<file path="config.mk">
export PLATFORM = sky130hd
export DESIGN_NAME = store_buffer
export DESIGN_NICKNAME = d
export VERILOG_FILES = /design/src/rtl/store_buffer.sv
export SDC_FILE = /design/constraint.sdc
export NUM_CORES = 1
export LEC_CHECK = 0
export BUFFER_PORTS_ARGS = -buffer_cell sky130_fd_sc_hd__buf_2
export CAP_MARGIN = 15
export CORE_ASPECT_RATIO = 1.5
export CORE_MARGIN = 8
export CORE_UTILIZATION = 45
export CTS_CLUSTER_DIAMETER = 100
export DETAILED_ROUTE_END_ITERATION = 8
export PLACE_DENSITY_LB_ADDON = 0.05
export SKIP_CTS_REPAIR_TIMING = 1
export SLEW_MARGIN = 10
export SYNTH_ARGS = -nofsm -noshare
export SYNTH_HDL_FRONTEND = slang
export SYNTH_SLANG_ARGS = --single-unit
</file>
<file path="constraint.sdc">
create_clock -name clk -period 6.08 [get_ports clk]
set_input_delay 1.216 -clock clk [delete_from_list [all_inputs] [get_ports clk]]
set_output_delay 1.216 -clock clk [all_outputs]
set_load 0.03 [all_outputs]
</file>
<file path="src/rtl/store_buffer.sv">
// Posted-write store buffer: queues core stores in a circular FIFO, drains them in
// order over a valid/ready bus, and forwards buffered bytes to memory-stage loads.
module store_buffer #(
    parameter int DEPTH = 4
) (
    input  logic                       clk,
    input  logic                       rst,
    input  logic                       MemWrite,
    input  logic [31:0]                DataAddr,
    input  logic [31:0]                WriteData,
    input  logic [3:0]                 ByteEn,
    output logic                       Full,
    output logic                       Empty,
    output logic [$clog2(DEPTH):0]     Count,
    input  logic [31:0]                LdAddr,
    output logic [31:0]                LdData,
    output logic [3:0]                 LdMask,
    output logic                       LdHit,
    output logic                       BusValid,
    output logic [31:0]                BusAddr,
    output logic [31:0]                BusData,
    output logic [3:0]                 BusBE,
    input  logic                       BusReady
);
    localparam int AW = $clog2(DEPTH);
    localparam int CW = AW + 1;

    logic [29:0]   addr_mem [DEPTH];
    logic [31:0]   data_mem [DEPTH];
    logic [3:0]    be_mem   [DEPTH];
    logic [AW-1:0] head;
    logic [AW-1:0] tail;
    logic          enq;
    logic          deq;
    logic [AW-1:0] idx;

    assign Full     = (Count == CW'(DEPTH));
    assign Empty    = (Count == '0);
    assign BusValid = !Empty;
    assign enq      = MemWrite && (ByteEn != 4'h0) && !Full;
    assign deq      = BusValid && BusReady;

    always_ff @(posedge clk or posedge rst) begin
        if (rst) begin
            head  <= '0;
            tail  <= '0;
            Count <= '0;
        end else begin
            if (enq) tail <= tail + 1'b1;
            if (deq) head <= head + 1'b1;
            case ({enq, deq})
                2'b10:   Count <= Count + 1'b1;
                2'b01:   Count <= Count - 1'b1;
                default: Count <= Count;
            endcase
        end
    end

    // Payload storage carries no reset; only entries below Count are ever read.
    always_ff @(posedge clk) begin
        if (enq) begin
            addr_mem[tail] <= DataAddr[31:2];
            data_mem[tail] <= WriteData;
            be_mem[tail]   <= ByteEn;
        end
    end

    always_comb begin
        BusAddr = '0;
        BusData = '0;
        BusBE   = '0;
        if (BusValid) begin
            BusAddr = {addr_mem[head], 2'b00};
            BusData = data_mem[head];
            BusBE   = be_mem[head];
        end
    end

    // Walk oldest to youngest so the youngest matching store wins each lane.
    always_comb begin
        LdData = '0;
        LdMask = '0;
        idx    = '0;
        for (int k = 0; k < DEPTH; k++) begin
            idx = head + AW'(k);
            if ((CW'(k) < Count) && (addr_mem[idx] == LdAddr[31:2])) begin
                for (int i = 0; i < 4; i++) begin
                    if (be_mem[idx][i]) begin
                        LdMask[i]       = 1'b1;
                        LdData[8*i +: 8] = data_mem[idx][8*i +: 8];
                    end
                end
            end
        end
    end

    assign LdHit = |LdMask;

endmodule

</file>
==> run metrics <==
Synth area leaders=edfxtp_1 41%, mux2i_1 11%, mux2_2 4.5%; grt ovf=0; DR vias=15730; CP Launch Type=flip-flop; met2 usage=0.4769; met1 Use GR=0.2868; Hold Vio Cnt, Final=0; met3 Usage GRT=0.04086; H-Tree Depth=1; buffers added on ports=208; die height=268.8 microns; crit path time final=5.841 ns; Critical Path RT=4.86 ns; Max FO, Critical Path=40; vias in the first global route=15680; Final TNS setup=0 ns; hpwl dp=47220 microns; via/cell ratio=6.191; Core Area=42020 sq um; final setup vio count=0; DIE WIDTH=184.5 microns; Initial Util=0.4563; CP max stage delay=0.66 ns; Reg clk slew, reported paths=0.07 ns; Cells after Synth=1796; Max stage delay cell, worst path=dfrtp_4; gr usage total=0.2600; flops & latches, synth=271; Pleak=7.918 nW; Period Utilization, post-route=0.9607; r2r setup slk=3.01 ns; pin count of the biggest net entering global routing=140; hold_ws=0.5597 ns; crit path capture type=output port; 1st-iter DRT viols=1228; global route hottest layer=met2; P per Cell Area=527.6 nW/um^2; delay-heaviest family, CP=buffers and inverters; Routed wire per std cell=26.04 microns; nets=2064; final setup skew=0.02029 ns; CTS tree=built; layout cells sized above 1=0.2499; Slew Limit Fails=0; YS warnings=0; Main synth FF type=edfxtp_1; multi-input logic area=10160 sq um; most frequent CP cell=buf_4; Async S/R FF share, synth=0.02583; Max Fclk=0.1712 GHz; worst path buffer plus inverter count=4; Worst Setup Path Type=reg -> out; cells along the critical path=inv_4 -> buf_4 -> mux2i_1 -> xnor2_1 -> nand3_1 -> nor2_4 -> buf_4 -> and4_1 -> o21ai_0 -> a32oi_1 -> buf_2; Rel. slew slack=0.2041; max_cap viols=0; Mapped Area=19170 sq um; CTS sink count=271; final wirelength=66140 microns; # DRC=0; sequential share of the synthesized area=0.4227; Synth Area per Inst=10.67 sq um; post-synth top area share=0.4135; RSZ-0062 raised after global routing=no; EDFF count, synth=264; worst skew pair latency=0.58 ns; post-route ant nets=0; Sequential Area=8110 sq um; Data arrival, critical path=4.63 ns; Area growth, synth to finish=14.46%; class of the most critical hold timing path=in -> async; # fillers=3832; worst-case clock buffer depth=3; status=complete, no violations; RePlAce Congestion=1.015; initial antenna violation count=6; peak supply drop=0.3554 mV; synth unique cells=82; num rows=92; TritonCTS Buffers=28; Worst-Margin Slew=1.187 ns; TritonRoute pass-1 iters=5; Die ar.=49600 sq um; Root Buffer=clkbuf_16; first-pass GRT wire length=98060 microns; post-synth top area cell=edfxtp_1; num ports=215
==> Yosys cell counts, types with 6 or more instances <==
| master | n |
|---|---|
| o211ai_1 | 9 |
| or2_2 | 7 |
| a21oi_1 | 35 |
| o21ai_1 | 8 |
| nor2b_1 | 6 |
| mux2i_1 | 211 |
| inv_1 | 18 |
| dfrtp_1 | 7 |
| buf_2 | 32 |
| nand3_1 | 51 |
| and2_1 | 45 |
| and3_1 | 16 |
| xnor2_1 | 92 |
| nand2_1 | 132 |
| buf_6 | 13 |
| nor2_1 | 123 |
| o2111ai_1 | 6 |
| or4_1 | 10 |
| nand4_1 | 56 |
| buf_1 | 12 |
| edfxtp_1 | 264 |
| clkbuf_1 | 98 |
| nand3b_1 | 23 |
| a32oi_1 | 30 |
| or3_1 | 8 |
| o21ai_0 | 78 |
| mux2_2 | 77 |
| o21a_1 | 7 |
| nand2b_1 | 8 |
| ha_1 | 9 |
| mux4_2 | 35 |
| buf_4 | 7 |
| a41oi_1 | 40 |
| xor2_1 | 12 |
| nor3_1 | 29 |
| o22ai_1 | 10 |
| a31oi_1 | 15 |
| nor4_1 | 63 |
| a211oi_1 | 7 |
==> kinds of logic after synthesis <==
group / count (synthesis) / synth area share
and+or+nand+nor: 600 / 0.1640
muxes: 324 / 0.1973
AOI/OAI and AO/OA: 297 / 0.1111
DFF: 271 / 0.4227
buffers and inverters: 190 / 0.05130
xor gates and xnor gates: 104 / 0.04751
adders and majority gates: 9 / 0.005874
other: 1 / 0.0001956
==> worst reg2reg max path: stages (launching register included) <==
cell and delay (ns):
dfrtp_1 0.51, inv_1 0.11, ha_1 0.25, nand2_1 0.09, nand2_1 0.07, nor2_1 0.38
and2_4 0.44, buf_4 0.72
==> final cells by class <==
cell class / count / area share
timing repair buffer: 295 / 0.08245
inverter: 19 / 0.003364
sequential: 271 / 0.3696
clock buffer: 32 / 0.03358
tap: 564 / 0.03216
multi-input combinational: 1336 / 0.4632
antenna: 3 / 0.0003421
clock inverter: 20 / 0.01528
==> flip-flops by register name, summed over array words and instances (netlist names) <==
name      cells
addr_mem    120
Count         3
tail          2
data_mem    128
head          2
be_mem       16
==> path summary, 6_finish.rpt <==
kind,start,end,depth (start not counted)
worst max-delay path,head[0]$_DFFE_PP0P_,LdData[26],11
worst min-delay path,rst,tail[1]$_DFFE_PP0P_,2
worst min register to register,Count[1]$_DFFE_PP0P_,Count[1]$_DFFE_PP0P_,2
min in group clk,Count[1]$_DFFE_PP0P_,Count[1]$_DFFE_PP0P_,2
worst max register to register,Count[0]$_DFFE_PP0P_,data_mem[2][24]$_DFFE_PP_,7
max in group asynchronous,rst,head[1]$_DFFE_PP0P_,2
==> power breakdown <==
group / leakage [nW] / internal, mW / switching, mW
Clock: 0.511 / 1.25 / 0.765
Sequential: 2.50 / 2.46 / 0.238
Combinational: 4.91 / 2.44 / 4.42
Total: 7.92 / 6.15 / 5.43
==> stage by stage <==
step                      instance area, sq um  power [mW]  std cells  setup WS, ns  utilization
after floorplan                          19170       7.556       1797        0.8482            -
after global placement                   20680       9.416       2471        0.5086       0.4921
after detailed placement                 20680       9.472       2471        0.4736       0.4921
after CTS                                21750       11.51       2523       -0.1577       0.5176
after global routing                     21940       12.19       2538       0.02040       0.5222
final                                    21940       11.58       2540        0.2390       0.5223
==> layout by cell type (no fill, tap or decap), types with 30 or more instances in the layout <==
cell type and count:
edfxtp_1 264, mux2i_1 209, buf_2 208, nand2_1 132, nor2_1 119, xnor2_1 92
buf_4 79, o21ai_0 78, mux2_2 77, nor4_1 63, nand4_1 56, nand3_1 51
and2_1 41, a41oi_1 40, mux4_2 35, a21oi_1 34, a32oi_1 30
==> per-layer routing <==
layer  up-vias  wire length, microns
met5         -                    22
met4         4                  3722
met3       161                  3969
met2       596                 34770
met1      7715                 23650
li1       7249                     -
(Power assumes the default switching activity.)
